$ cat config.mk
export PLATFORM = sky130hd
export DESIGN_NAME = vga_timing_gen
export DESIGN_NICKNAME = d
export VERILOG_FILES = /design/src/rtl/vga_pkg.sv /design/src/rtl/vga_axis_counter.sv /design/src/rtl/vga_timing_gen.sv
export SDC_FILE = /design/constraint.sdc
export NUM_CORES = 1
export LEC_CHECK = 0
export BUFFER_PORTS_ARGS = -buffer_cell sky130_fd_sc_hd__buf_2
export CAP_MARGIN = 20
export CORE_UTILIZATION = 27
export DETAILED_ROUTE_END_ITERATION = 6
export GPL_TIMING_DRIVEN = 0
export SLEW_MARGIN = 20
export SYNTH_ARGS = -nofsm -noshare
export SYNTH_HDL_FRONTEND = slang
export SYNTH_SLANG_ARGS = --single-unit
$ cat constraint.sdc
create_clock -name clk_25M -period 2.47 [get_ports clk_25M]
set_input_delay 0 -clock clk_25M [delete_from_list [all_inputs] [get_ports clk_25M]]
set_output_delay 0 -clock clk_25M [all_outputs]
set_load 0.05 [all_outputs]
$ cat src/rtl/vga_pkg.sv
// vga_pkg: shared timing-set struct, default 640x480 constants and mode enum
package vga_pkg;

    typedef struct packed {
        logic [15:0] act;
        logic [15:0] fp;
        logic [15:0] sync;
        logic [15:0] bp;
    } timing_t;

    typedef enum logic {
        MODE_0 = 1'b0,
        MODE_1 = 1'b1
    } mode_e;

    localparam int H_ACT_DEF  = 640;
    localparam int H_FP_DEF   = 16;
    localparam int H_SYNC_DEF = 96;
    localparam int H_BP_DEF   = 48;
    localparam int V_ACT_DEF  = 480;
    localparam int V_FP_DEF   = 10;
    localparam int V_SYNC_DEF = 2;
    localparam int V_BP_DEF   = 33;

    function automatic timing_t mk_timing(input int a, input int f, input int s, input int b);
        return timing_t'{16'(a), 16'(f), 16'(s), 16'(b)};
    endfunction

    function automatic int tot_of(input timing_t t);
        return int'(t.act) + int'(t.fp) + int'(t.sync) + int'(t.bp);
    endfunction

endpackage

$ cat src/rtl/vga_axis_counter.sv
// vga_axis_counter: one timing axis -- position counter, region decode, sync/active flags, wrap
module vga_axis_counter import vga_pkg::*; #(
    parameter int W = 12
) (
    input  logic         clk_25M,
    input  logic         reset,
    input  logic         en,
    input  timing_t      t,
    output logic [W-1:0] cnt,
    output logic         wrap,
    output logic         in_sync,
    output logic         in_act
);
    logic [15:0] c;
    logic [15:0] sync_lo;

    assign c       = 16'(cnt);
    assign sync_lo = t.act + t.fp;
    assign wrap    = c == t.act + t.fp + t.sync + t.bp - 16'd1;
    assign in_sync = c >= sync_lo && c < sync_lo + t.sync;
    assign in_act  = c < t.act;

    // Step through active, front porch, sync, back porch and return to zero after the last position
    always_ff @(posedge clk_25M)
        if (reset) cnt <= '0;
        else if (en) cnt <= wrap ? '0 : cnt + W'(1);

endmodule

$ cat src/rtl/vga_timing_gen.sv
// vga_timing_gen: two-mode VGA sync/draw/position generator; VGA_TIMING_FRAME_CNT_EN adds a 16-bit frameCnt output
module vga_timing_gen import vga_pkg::*; #(
    parameter int H_ACT_0  = H_ACT_DEF,
    parameter int H_FP_0   = H_FP_DEF,
    parameter int H_SYNC_0 = H_SYNC_DEF,
    parameter int H_BP_0   = H_BP_DEF,
    parameter int V_ACT_0  = V_ACT_DEF,
    parameter int V_FP_0   = V_FP_DEF,
    parameter int V_SYNC_0 = V_SYNC_DEF,
    parameter int V_BP_0   = V_BP_DEF,
    parameter int H_ACT_1  = H_ACT_DEF,
    parameter int H_FP_1   = H_FP_DEF,
    parameter int H_SYNC_1 = H_SYNC_DEF,
    parameter int H_BP_1   = H_BP_DEF,
    parameter int V_ACT_1  = V_ACT_DEF,
    parameter int V_FP_1   = V_FP_DEF,
    parameter int V_SYNC_1 = V_SYNC_DEF,
    parameter int V_BP_1   = V_BP_DEF,
    parameter int HS_POL   = 0,
    parameter int VS_POL   = 0,
    parameter int POS_W    = 12
) (
    input  logic             clk_25M,
    input  logic             reset,
    input  logic             pixEn,
    input  logic             modeSel,
    output logic             hSync,
    output logic             vSync,
    output logic             draw,
    output logic [POS_W-1:0] hPos,
    output logic [POS_W-1:0] vPos,
    output logic             lineStart,
    output logic             frameStart,
    output logic             modeCur
`ifdef VGA_TIMING_FRAME_CNT_EN
    ,
    output logic [15:0]      frameCnt
`endif
);
    localparam timing_t H0   = mk_timing(H_ACT_0, H_FP_0, H_SYNC_0, H_BP_0);
    localparam timing_t V0   = mk_timing(V_ACT_0, V_FP_0, V_SYNC_0, V_BP_0);
    localparam timing_t H1   = mk_timing(H_ACT_1, H_FP_1, H_SYNC_1, H_BP_1);
    localparam timing_t V1   = mk_timing(V_ACT_1, V_FP_1, V_SYNC_1, V_BP_1);
    localparam logic    HS_A = 1'(HS_POL);
    localparam logic    VS_A = 1'(VS_POL);

    if (POS_W > 16 || tot_of(H0) >= (1 << POS_W) || tot_of(V0) >= (1 << POS_W) ||
        tot_of(H1) >= (1 << POS_W) || tot_of(V1) >= (1 << POS_W)) begin : g_fit
        $error("vga_timing_gen: timing totals do not fit in POS_W bits");
    end

    mode_e            mode_q;
    timing_t          ht;
    timing_t          vt;
    logic [POS_W-1:0] h_cnt;
    logic [POS_W-1:0] v_cnt;
    logic             h_wrap;
    logic             v_wrap;
    logic             h_sync_on;
    logic             v_sync_on;
    logic             h_act;
    logic             v_act;
    logic             frame_wrap;

    assign ht         = mode_q == MODE_1 ? H1 : H0;
    assign vt         = mode_q == MODE_1 ? V1 : V0;
    assign frame_wrap = pixEn & h_wrap & v_wrap;
    assign modeCur    = mode_q;

    vga_axis_counter #(.W(POS_W)) u_h (
        .clk_25M (clk_25M),
        .reset   (reset),
        .en      (pixEn),
        .t       (ht),
        .cnt     (h_cnt),
        .wrap    (h_wrap),
        .in_sync (h_sync_on),
        .in_act  (h_act)
    );

    vga_axis_counter #(.W(POS_W)) u_v (
        .clk_25M (clk_25M),
        .reset   (reset),
        .en      (pixEn & h_wrap),
        .t       (vt),
        .cnt     (v_cnt),
        .wrap    (v_wrap),
        .in_sync (v_sync_on),
        .in_act  (v_act)
    );

    // Register the decode of the pixel being consumed; the mode only changes as a frame wraps
    always_ff @(posedge clk_25M) begin
        if (reset) begin
            mode_q     <= MODE_0;
            hSync      <= ~HS_A;
            vSync      <= ~VS_A;
            draw       <= 1'b0;
            hPos       <= '0;
            vPos       <= '0;
            lineStart  <= 1'b0;
            frameStart <= 1'b0;
        end else begin
            lineStart  <= pixEn && h_cnt == '0;
            frameStart <= pixEn && h_cnt == '0 && v_cnt == '0;
            if (pixEn) begin
                hSync <= h_sync_on ? HS_A : ~HS_A;
                vSync <= v_sync_on ? VS_A : ~VS_A;
                draw  <= h_act & v_act;
                hPos  <= h_act & v_act ? h_cnt : '0;
                vPos  <= h_act & v_act ? v_cnt : '0;
            end
            if (frame_wrap) mode_q <= mode_e'(modeSel);
        end
    end

`ifdef VGA_TIMING_FRAME_CNT_EN
    // Count completed frames, rolling over naturally at 16 bits
    always_ff @(posedge clk_25M)
        if (reset) frameCnt <= '0;
        else if (frame_wrap) frameCnt <= frameCnt + 16'd1;
`endif

endmodule

==> results of run 1 <==
timing repair:
item / 4_1_cts / 5_1_grt
hold endpoints to repair: 3 / 0
endpoints found under the setup margin: 1 / 3
pin swaps: 0 / 1
setup buffers: 0 / 2
hold buffers: 1 / 0
cloned: 0 / 0
resized for setup: 1 / 5
synthesized netlist by cell type (2+ instances only):
cell                       count
sky130_fd_sc_hd__a21oi_1      10
sky130_fd_sc_hd__a32oi_1      19
sky130_fd_sc_hd__and2_1        6
sky130_fd_sc_hd__and4_1        3
sky130_fd_sc_hd__buf_2         3
sky130_fd_sc_hd__buf_4         2
sky130_fd_sc_hd__buf_6         3
sky130_fd_sc_hd__clkbuf_1     12
sky130_fd_sc_hd__dfxtp_1      54
sky130_fd_sc_hd__ha_1          4
sky130_fd_sc_hd__inv_1         8
sky130_fd_sc_hd__mux2i_1       2
sky130_fd_sc_hd__nand2_1       7
sky130_fd_sc_hd__nand3_1      12
sky130_fd_sc_hd__nand4_1       4
sky130_fd_sc_hd__nor2_1       42
sky130_fd_sc_hd__nor3_1        5
sky130_fd_sc_hd__nor4_1        7
sky130_fd_sc_hd__o21ai_0       4
sky130_fd_sc_hd__o21bai_1      2
sky130_fd_sc_hd__o31ai_1       5
sky130_fd_sc_hd__or3_1         3
sky130_fd_sc_hd__or4_1         6
sky130_fd_sc_hd__xnor2_1       9
sky130_fd_sc_hd__xor2_1        5
worst reg2reg max path: stages, from the launching register on:
cell,delay [ps]
sky130_fd_sc_hd__dfxtp_2,360
sky130_fd_sc_hd__or4_1,510
sky130_fd_sc_hd__buf_2,180
sky130_fd_sc_hd__or4_4,550
sky130_fd_sc_hd__buf_6,160
sky130_fd_sc_hd__or4_1,390
sky130_fd_sc_hd__a21oi_1,140
path summary, 6_finish.rpt:
kind | from | endpoint | slack (ps) | depth (start not counted)
setup / recovery | u_h.cnt[11]$_SDFFE_PP0P_ | u_v.cnt[8]$_SDFFE_PP0P_ | 120 | 6
hold / removal | modeSel | modeCur$_SDFFE_PP0P_ | 9 | 4
setup reg to reg | u_h.cnt[11]$_SDFFE_PP0P_ | u_v.cnt[8]$_SDFFE_PP0P_ | 120 | 6
hold reg to reg | hPos[10]$_SDFFE_PP0P_ | hPos[10]$_SDFFE_PP0P_ | 470 | 1
routing by layer:
layer  track usage (%)  vias up  part of all wire, %
li1                  -     1002                    -
met1              18.0      917                   51
met2              19.3       52                   42
met3              2.91        6                  5.2
met4              3.85        0                  1.3
met5                 0        -                    0
stage by stage:
| step | instance area, um^2 | TNS, ps | total power (W) | utilization, % |
|---|---|---|---|---|
| finish | 2760 | 0 | 0.00161 | 33.5 |
| global route | 2760 | 0 | 0.00168 | 33.5 |
| CTS | 2730 | 0 | 0.00163 | 33.2 |
| detailed placement | 2590 | 0 | 0.000994 | 31.6 |
| global placement | 2590 | -5.20 | 0.000993 | 31.6 |
| floorplan | 2300 | 0 | 0.000969 | - |
cells by family after synthesis:
| logic type | Yosys count | share of synthesized area, % |
|---|---|---|
| DFF | 54 | 47.0 |
| and+or+nand+nor | 107 | 24.7 |
| muxes | 2 | 0.870 |
| AOI/OAI and AO/OA | 43 | 13.5 |
| xor gates and xnor gates | 14 | 5.33 |
| buffers and inverters | 30 | 6.42 |
| adders and majority gates | 4 | 2.18 |
registers in the layout, summed over array words and instances, names as in the netlist:
signal and flops:
draw 1, frameStart 1, hPos 12, hSync 1, lineStart 1, modeCur 1, u_h.cnt 12, u_v.cnt 12
vPos 12, vSync 1
power breakdown:
| part | total, W | switching (W) | internal [W] |
|---|---|---|---|
| Sequential | 0.000886 | 0.00000686 | 0.000880 |
| Clock | 0.000636 | 0.000302 | 0.000334 |
| Combinational | 0.0000894 | 0.0000635 | 0.0000258 |
| Total | 0.00161 | 0.000372 | 0.00124 |
layout make-up:
cell class	instances	area (um^2)
Multi-Input combinational cell	170	1090
Fill cell	856	5460
Sequential cell	54	1080
Tap cell	105	131
Clock inverter	2	38.8
Inverter	8	30.0
Buffer	22	118
Timing Repair Buffer	35	185
Clock buffer	6	82.6
==> parameters.txt, run 1 <==
Parameter                              Value

Cells and area
  Most frequent cells in the layout ... sky130_fd_sc_hd__dfxtp_1 (52), sky130_fd_sc_hd__nor2_1 (42), sky130_fd_sc_hd__buf_2 (36)
  Layout-stage area growth over the synthesis result ... 19.8%
  Most frequent standard cell in the layout excluding fill and tap cells ... sky130_fd_sc_hd__dfxtp_1
  Final std cells w/o fill ... roughly 400
  Number of nets in the final layout ... 304
  Layout cell share with drive strength beyond 1 ... 20.9%
  Inserted Diodes ... 0

Die
  Number of I/O pins ... 34
  Die width ... 94.3 um
  FP Rows ... 33
  Die footprint ... roughly 0.009 mm^2
  Core outline area ... 0.00822 mm^2
  Vertical die dimension ... 94.3 um
  Initial core utilization ... 28.0%

Clocking
  CTS tree ... done
  Max clock buf depth ... 2
  Clock insertion delay at the later pin of the skew report ... a little over 300 ps
  Clock root buffer ... sky130_fd_sc_hd__clkbuf_8
  Num CTS Buffers ... 5
  CTS clk-pin slew, worst paths ... 110 ps
  Htree depth ... 2
  Clock sinks ... 54

Power and ir drop
  IR drop worst, VDD ... 0.000375 V
  Lkg Pwr ... 1.05 nW
  Total power per unit cell area ... 585 mW/mm^2

Placement
  Post-place setup slack ... 1.45 ps
  PortBufs ... 32
  Estimated wirelength of the detail-placed design ... 3.82 mm
  Number of placed cells counting well taps ... 391
  Placer congestion estimate ... 0.768

Routing
  Router iterations before antenna repair ... 4
  Post-detailed-route wirelength per cell ... 13.1 um
  Aggregate routed wire length ... 5.25 mm
  Vias after detailed routing ... 1,977
  Residual DRC ... 0
  Via density per instance ... between 4 and 5
  Antenna-violating nets left ... 0
  Detailed router's first-iteration violation count ... 104

Synth
  Largest cells by area after synthesis ... sky130_fd_sc_hd__dfxtp_1 (47%), sky130_fd_sc_hd__a32oi_1 (7.2%), sky130_fd_sc_hd__nor2_1 (6.9%)
  Post-synthesis sequential area ratio ... 47.0%
  Post-synthesis average cell area ... about 9 um^2
  Cell count after synthesis ... 254
  Total of flip-flops plus latches after synthesis ... 54
  Predominant post-synthesis flop cell ... sky130_fd_sc_hd__dfxtp_1
  Post-synthesis cell type with the largest combined area ... sky130_fd_sc_hd__dfxtp_1
  Number of enable-type register cells in the synthesized netlist ... 0
  Share of Yosys cell area claimed by the top area cell type ... between 40% and 50%
  Synthesized cell area ... 0.00230 mm^2
  Async S/R FF share, synth ... 0%
  Number of distinct standard cells referenced by the synthesized netlist ... 42
  Net count after synthesis ... around 260
  Synth warnings ... 0

Worst setup path
  Critical path capture point type ... flop
  Startpoint Class ... flop
  Crit Path Category ... reg -> reg
  Worst-path cell with the longest stage delay ... sky130_fd_sc_hd__or4_4
  Chain of cells forming the critical path ... or4_1 > buf_2 > or4_4 > buf_6 > or4_1 > a21oi_1
  Buf/Inv on CP ... 2
  Cell type with the highest occurrence count on the critical path ... sky130_fd_sc_hd__or4_1
  Largest delay contributor family on the critical path ... simple AND/OR/NAND/NOR gates
  Arrival time reported for the critical path endpoint ... approximately 2600 ps
  Required time worst endpoint ... 2720 ps
  Maximum fanout encountered on the critical timing path ... 10
  Slowest Stage Delay on Critical Path ... 550 ps

Timing
  Crit path time final ... 2350 ps
  Remaining max-slew budget at the tightest pin ... 66.2%
  RSZ-0062 raised after global routing ... false
  Max Slew Vio Count ... 0
  Worst slew pin tran ... 507 ps
  Final clock period utilization by the worst path ... 95.2%
  Minimum hold slack ... 9.35 ps
  Worst Slack Setup Final ... roughly 120 ps
  Final hold violation count ... 0
  Worst Clk Skew ... 10.9 ps
  Total of endpoints with negative setup slack in the final report ... 0
  Max Freq ... roughly 430 MHz

GRT
  Vias in the first global route ... 1,834
  Total congestion overflow ... 0
  Total GRT Usage ... 12.8%
  Number of antenna violations at the first check in global routing ... 0
  Largest net degree at the start of global routing ... 18
  Global-route wire length before repair ... 8.85 mm

Hold path
  Hold WC Path Type ... in -> reg

Status
  Result of the run ... complete, no violations

Run
  Max-cap violation count ... 0
Power figures use the tool's default switching activity.
==> inputs of run 2 (changes only) <==
- SETUP_SLACK_MARGIN: default -> 0.15
- clock period: 2.47 -> 2.21 ns (I/O delays scaled with it)
==> parameters.txt, run 2 (synthesis gave the netlist of run 1 again) <==
Parameter                              Value

GRT
  Total GRT Usage ... 13.3% (+0.51 points)
  Number of antenna violations at the first check in global routing ... 0 (unchanged)
  Global-route wire length before repair ... 9.32 mm (+5.3%)
  Total congestion overflow ... 0 (unchanged)
  Largest net degree at the start of global routing ... 20 (+2)
  Vias in the first global route ... 1,871 (+2.0%)

Worst setup path
  Crit Path Category ... reg -> reg
  Critical path capture point type ... flop
  Arrival time reported for the critical path endpoint ... 2490 ps (-110 ps)
  Maximum fanout encountered on the critical timing path ... 8 (-2)
  Required time worst endpoint ... 2470 ps (-250 ps)
  Startpoint Class ... flop

Power and ir drop
  Switching share of power ... 26.3% (+3.2 points)
  Part of the total power dissipated in the clock network ... 35.3% (-4.2 points)
  Total power per unit cell area ... 598 mW/mm^2 (+2.3%)
  Internal power contribution ... 0.00125 W (+1.2%)
  IR drop worst, VDD ... 0.000319 V (-15%)
  Lkg Pwr ... 1.07 nW (+2.3%)
  Fraction of power consumed by combinational cells ... 6.4% (+0.9 points)
  Net switching component of the power ... 0.000447 W (+20%)
  Sequential group share of total power ... 58.3% (+3.3 points)

Routing
  Vias after detailed routing ... 2,056 (+4.0%)
  Post-detailed-route wirelength per cell ... 14.2 um (+8.6%)
  Aggregate routed wire length ... 5.76 mm (+9.7%)
  Detailed router's first-iteration violation count ... 123 (+18%)
  Via density per instance ... 5.06 (+3.0%)
  Residual DRC ... 0 (unchanged)
  Antenna-violating nets left ... 0 (unchanged)
  Router iterations before antenna repair ... 4 (unchanged)

Cells and area
  Final std cells w/o fill ... 406 (+1.0%)
  Number of nets in the final layout ... 308 (+1.3%)
  Most frequent cells in the layout ... sky130_fd_sc_hd__dfxtp_1 (49), sky130_fd_sc_hd__nor2_1 (42), sky130_fd_sc_hd__buf_2 (35)
  Layout-stage area growth over the synthesis result ... 23.6%
  Layout cell share with drive strength beyond 1 ... 26.2% (+5.4 points)
  Most frequent standard cell in the layout excluding fill and tap cells ... sky130_fd_sc_hd__dfxtp_1
  Inserted Diodes ... 0 (unchanged)
  Core utilization of the finished layout ... 34.6% (+1.1 points)

Timing
  Final clock period utilization by the worst path ... 101% (+5.9 points)
  Total of endpoints with negative setup slack in the final report ... 1 (+1)
  Final total negative setup slack ... -25.4 ps (-25.4 ps)
  Worst Clk Skew ... 7.30 ps (-3.65 ps)
  Worst slew pin tran ... 513 ps (+5.83 ps)
  Max Freq ... 447 MHz (+5.2%)
  Worst Slack Setup Final ... -25.4 ps (-144 ps)
  Max Slew Vio Count ... 0 (unchanged)
  Minimum hold slack ... 9.13 ps (-0.222 ps)
  Crit path time final ... 2240 ps (-116 ps)
  Remaining max-slew budget at the tightest pin ... 65.8% (-0.39 points)
  Final hold violation count ... 0 (unchanged)
  RSZ-0062 raised after global routing ... true

Die
  Vertical die dimension ... 94.3 um (unchanged)
  Number of I/O pins ... 34 (unchanged)
  FP Rows ... 33 (unchanged)
  Die width ... 94.3 um (unchanged)
  Initial core utilization ... 28.0% (unchanged)
  Core outline area ... 0.00822 mm^2 (unchanged)
  Die footprint ... 0.00890 mm^2 (unchanged)

Clocking
  Num CTS Buffers ... 5 (unchanged)
  Clock insertion delay at the later pin of the skew report ... 310 ps (about the same)
  Max clock buf depth ... 2 (unchanged)
  Clock root buffer ... sky130_fd_sc_hd__clkbuf_8
  CTS clk-pin slew, worst paths ... 110 ps (about the same)
  Clock sinks ... 54 (unchanged)
  Htree depth ... 2 (unchanged)
  CTS tree ... done

Placement
  Number of placed cells counting well taps ... 391 (unchanged)
  PortBufs ... 32 (unchanged)
  Placer congestion estimate ... 0.771 (+0.40%)
  Estimated wirelength of the detail-placed design ... 3.86 mm (+0.91%)

Hold path
  Hold WC Path Type ... in -> reg

Run
  Max-cap violation count ... 0 (unchanged)

Status
  Violations in the final reports ... negative setup slack
  Result of the run ... finished, violations left
[run 2: cell types whose count changed in the layout (fill, tap and decap cells not counted), moves of 2 or more]
| cell | delta |
|---|---|
| sky130_fd_sc_hd__clkbuf_1 | -2 |
| sky130_fd_sc_hd__dfxtp_1 | -3 |
| sky130_fd_sc_hd__o31ai_1 | -2 |
| sky130_fd_sc_hd__a21oi_1 | -2 |
| sky130_fd_sc_hd__o31ai_2 | +2 |
| sky130_fd_sc_hd__a21oi_2 | +2 |
| sky130_fd_sc_hd__or4_1 | -2 |
| sky130_fd_sc_hd__buf_4 | +5 |
| sky130_fd_sc_hd__or4_4 | +3 |
| sky130_fd_sc_hd__clkinv_4 | +2 |
| sky130_fd_sc_hd__dfxtp_2 | +2 |
[run 2: final cells by class]
class	instances	area (um^2)
repair buffers	39	215
fillers	855	5370
inverters	8	30.0
multi-input cells	170	1140
plain buffers	22	135
clock inverters	3	28.8
clock buffers	5	68.8
flip-flops and latches	54	1090
well taps	105	131
[run 2: routing by layer]
metal  track usage, %  vias up  share of wire, %
met4             3.72        0              0.76
met2             19.9       54                46
met5                0        -                 0
li1                 -     1013                 -
met1             19.0      985                48
met3             3.07        4               4.8
[run 2: worst max-delay path: stages, from the launching register on]
cell and delay (ps):
sky130_fd_sc_hd__dfxtp_4 360, sky130_fd_sc_hd__or4_4 530, sky130_fd_sc_hd__buf_8 140, sky130_fd_sc_hd__or4_4 450, sky130_fd_sc_hd__buf_6 160, sky130_fd_sc_hd__or4_4 420, sky130_fd_sc_hd__a21oi_2 120
[run 2: power groups by stage]
stage	Sequential [W]	Clock, W	Combinational, W
after detailed placement	0.00101	0	0.0000975
after global routing	0.000993	0.000643	0.000120
after CTS	0.000991	0.000611	0.000106
final	0.000991	0.000600	0.000110
after floorplan	0.00104	0	0.0000475
after global placement	0.00101	0	0.0000967
[run 2: final timing paths]
kind	depth (start not counted)	to	startpoint	slack (ps)
setup / recovery	6	u_v.cnt[8]$_SDFFE_PP0P_	u_h.cnt[6]$_SDFFE_PP0P_	-30
hold / removal	4	modeCur$_SDFFE_PP0P_	modeSel	9
setup reg to reg	6	u_v.cnt[8]$_SDFFE_PP0P_	u_h.cnt[6]$_SDFFE_PP0P_	-30
hold reg to reg	1	hPos[10]$_SDFFE_PP0P_	hPos[10]$_SDFFE_PP0P_	470
[run 2: repair_timing]
item,in CTS,in global routing
hold buffers,1,0
setup endpoints to repair,25,24
buffers inserted,4,1
hold endpoints to repair,3,0
gates cloned,1,0
gates resized for setup,18,12
pin swaps,5,1
[run 2: through the flow]
| stage | instance area, um^2 | total power (W) | setup WS [ps] |
|---|---|---|---|
| floorplan | 2310 | 0.00108 | 71.5 |
| global placement | 2600 | 0.00111 | -198 |
| detailed placement | 2600 | 0.00111 | -217 |
| CTS | 2800 | 0.00171 | -11.9 |
| global route | 2840 | 0.00176 | -81.2 |
| finish | 2840 | 0.00170 | -25.4 |
==> inputs of run 3 (changes only) <==
- CORE_UTILIZATION: 27 -> 55
- PLACE_DENSITY: default -> 0.77
==> parameters.txt, run 3 (synthesis gave the netlist of run 1 again) <==
Parameter                              Value

Hold path
  Hold WC Path Type ... in -> reg
  Startpoint of the most critical hold path ... modeSel

Clocking
  Num CTS Buffers ... 5 (unchanged)
  Htree depth ... 2 (unchanged)
  Max clock buf depth ... 2 (unchanged)
  Clock sinks ... 54 (unchanged)
  Clock insertion delay at the later pin of the skew report ... 310 ps (about the same)
  CTS clk-pin slew, worst paths ... 90 ps (-20 ps)
  CTS tree ... done
  Clock root buffer ... sky130_fd_sc_hd__clkbuf_8

Die
  Core outline area ... 0.00400 mm^2 (-51%)
  Initial core utilization ... 57.5% (+30 points)
  Vertical die dimension ... 66.7 um (-29%)
  Die width ... 66.7 um (-29%)
  Number of I/O pins ... 34 (unchanged)
  Die footprint ... 0.00445 mm^2 (-50%)
  FP Rows ... 23 (-30%)

Power and ir drop
  Total power per unit cell area ... 587 mW/mm^2 (-1.9%)
  IR drop worst, VDD ... 0.000425 V (+33%)
  Lkg Pwr ... 1.07 nW (-0.21%)
  Total power draw ... 0.00163 W (-4.2%)

GRT
  Largest net degree at the start of global routing ... 16 (-20%)
  Vias in the first global route ... 1,871 (unchanged)
  Global-route wire length before repair ... 8.70 mm (-6.7%)
  Total GRT Usage ... 26.3% (+13 points)
  Number of antenna violations at the first check in global routing ... 0 (unchanged)
  Total congestion overflow ... 0 (unchanged)

Timing
  RSZ-0062 raised after global routing ... true
  Total of endpoints with negative setup slack in the final report ... 1 (unchanged)
  Worst Slack Setup Final ... -16.5 ps (+8.91 ps)
  Remaining max-slew budget at the tightest pin ... 65.1% (-0.70 points)
  Max Freq ... 449 MHz (+0.40%)
  Worst Clk Skew ... 6.13 ps (-1.16 ps)
  Final total negative setup slack ... -16.5 ps (+8.91 ps)
  Crit path time final ... 2230 ps (-8.91 ps)
  Final clock period utilization by the worst path ... 101% (-0.40 points)
  Max Slew Vio Count ... 0 (unchanged)
  Worst slew pin tran ... 524 ps (+10.6 ps)
  Final hold violation count ... 0 (unchanged)

Routing
  Post-detailed-route wirelength per cell ... 15.3 um (+7.6%)
  Router iterations before antenna repair ... 5 (+1)
  Residual DRC ... 0 (unchanged)
  Aggregate routed wire length ... 5.35 mm (-7.0%)
  Detailed router's first-iteration violation count ... 228 (+85%)
  Antenna-violating nets left ... 0 (unchanged)
  Via density per instance ... 5.83 (+15%)
  Vias after detailed routing ... 2,047 (-0.44%)

Worst setup path
  Largest delay contributor family on the critical path ... simple AND/OR/NAND/NOR gates
  R2R Setup Slk ... -20 ps (about the same)
  Worst setup startpoint ... u_h.cnt[6]$_SDFFE_PP0P_
  Cell type with the highest occurrence count on the critical path ... sky130_fd_sc_hd__or4_4
  Slowest Stage Delay on Critical Path ... 540 ps (about the same)
  Critical R2R Launch ... u_h.cnt[6]$_SDFFE_PP0P_
  Critical path capture point type ... flop
  Maximum fanout encountered on the critical timing path ... 8 (unchanged)
  Worst-path cell with the longest stage delay ... sky130_fd_sc_hd__or4_4
  Required time worst endpoint ... 2460 ps (about the same)
  Buf/Inv on CP ... 2 (unchanged)
  Chain of cells forming the critical path ... or4_4 > buf_8 > or4_4 > buf_6 > or4_4 > a21oi_2
  Crit Path Category ... reg -> reg
  Startpoint Class ... flop
  Arrival time reported for the critical path endpoint ... 2470 ps (-20 ps)

Placement
  Estimated wirelength of the detail-placed design ... 3.55 mm (-8.1%)
  Placed instance area ... 0.00253 mm^2 (-2.6%)
  Post-place setup slack ... -97.5 ps (+119 ps)
  Placer congestion estimate ... 0.787 (+2.0%)
  Number of placed cells counting well taps ... 336 (-14%)
  PortBufs ... 32 (unchanged)

Cells and area
  Number of filler cells placed in the layout ... 323 (-62%)
  Number of nets in the final layout ... 309 (+0.32%)
  Most frequent cells in the layout ... sky130_fd_sc_hd__dfxtp_1 (50), sky130_fd_sc_hd__nor2_1 (42), sky130_fd_sc_hd__buf_2 (36)
  Layout-stage area growth over the synthesis result ... 20.6%
  Inserted Diodes ... 0 (unchanged)
  Area used by multi-input combinational logic ... 0.00115 mm^2 (+0.55%)
  Layout Cell Area excl Fill ... 0.00278 mm^2 (-2.4%)
  Final std cells w/o fill ... 351 (-14%)
  Most frequent standard cell in the layout excluding fill and tap cells ... sky130_fd_sc_hd__dfxtp_1
  Layout cell share with drive strength beyond 1 ... 26.2% (unchanged)
  Register Area ... 0.00109 mm^2 (-0.12%)

Run
  Max-cap violation count ... 0 (unchanged)

Status
  Violations in the final reports ... negative setup slack
  Result of the run ... finished, violations left
[run 3: cell types whose count changed in the layout (fill, tap and decap cells not counted), sizes merged]
cell / delta
buf: +1
clkbuf: +1
inv: -1
clkinv: -2
clkinvlp: +1
[run 3: final cells by class]
type,count,share of cell area [%]
clock inverter,1,0.271
clock buffer,6,2.61
tap,50,2.25
multi-input combinational,170,41.5
buffer,22,4.91
sequential,54,39.2
timing repair buffer,40,8.16
inverter,8,1.08
[run 3: routing by layer]
layer	vias to the layer above	share of wire, %	global-route usage (%)
li1	1007	-	-
met5	-	0	0
met2	84	45	41.5
met4	0	1.4	8.78
met1	948	46	35.7
met3	8	7.0	5.14
[run 3: per-stage QoR]
step	hold WS (ps)	utilization, %
after CTS	13.4	68.0
after global routing	36.2	69.4
final	17.0	69.4
after global placement	299	63.3
after floorplan	180	-
after detailed placement	308	63.3
[run 3: power breakdown]
part | internal (W) | switching (W) | leakage, nW
Combinational | 0.0000356 | 0.0000733 | 0.591
Clock | 0.000218 | 0.000311 | 0.0373
Sequential | 0.000982 | 0.00000856 | 0.438
[run 3: final timing paths]
path	to	depth (start not counted)
worst min register to register	vPos[10]$_SDFFE_PP0P_	1
worst max register to register	u_v.cnt[8]$_SDFFE_PP0P_	6
worst min-delay path	modeCur$_SDFFE_PP0P_	4
worst max-delay path	u_v.cnt[8]$_SDFFE_PP0P_	6
[run 3: what timing repair did]
action                     in CTS  in global routing
gates resized for setup        16                 15
pin swaps                       3                  3
hold endpoints to repair        1                  0
hold buffers                    1                  0
setup endpoints to repair      25                 14
cloned                          1                  0
setup buffers                   5                  1
[run 3: tightest hold or removal path, stage by stage]
cell	delay (ps)
sky130_fd_sc_hd__buf_2	90
sky130_fd_sc_hd__inv_1	40
sky130_fd_sc_hd__or3_4	110
sky130_fd_sc_hd__a21oi_2	40
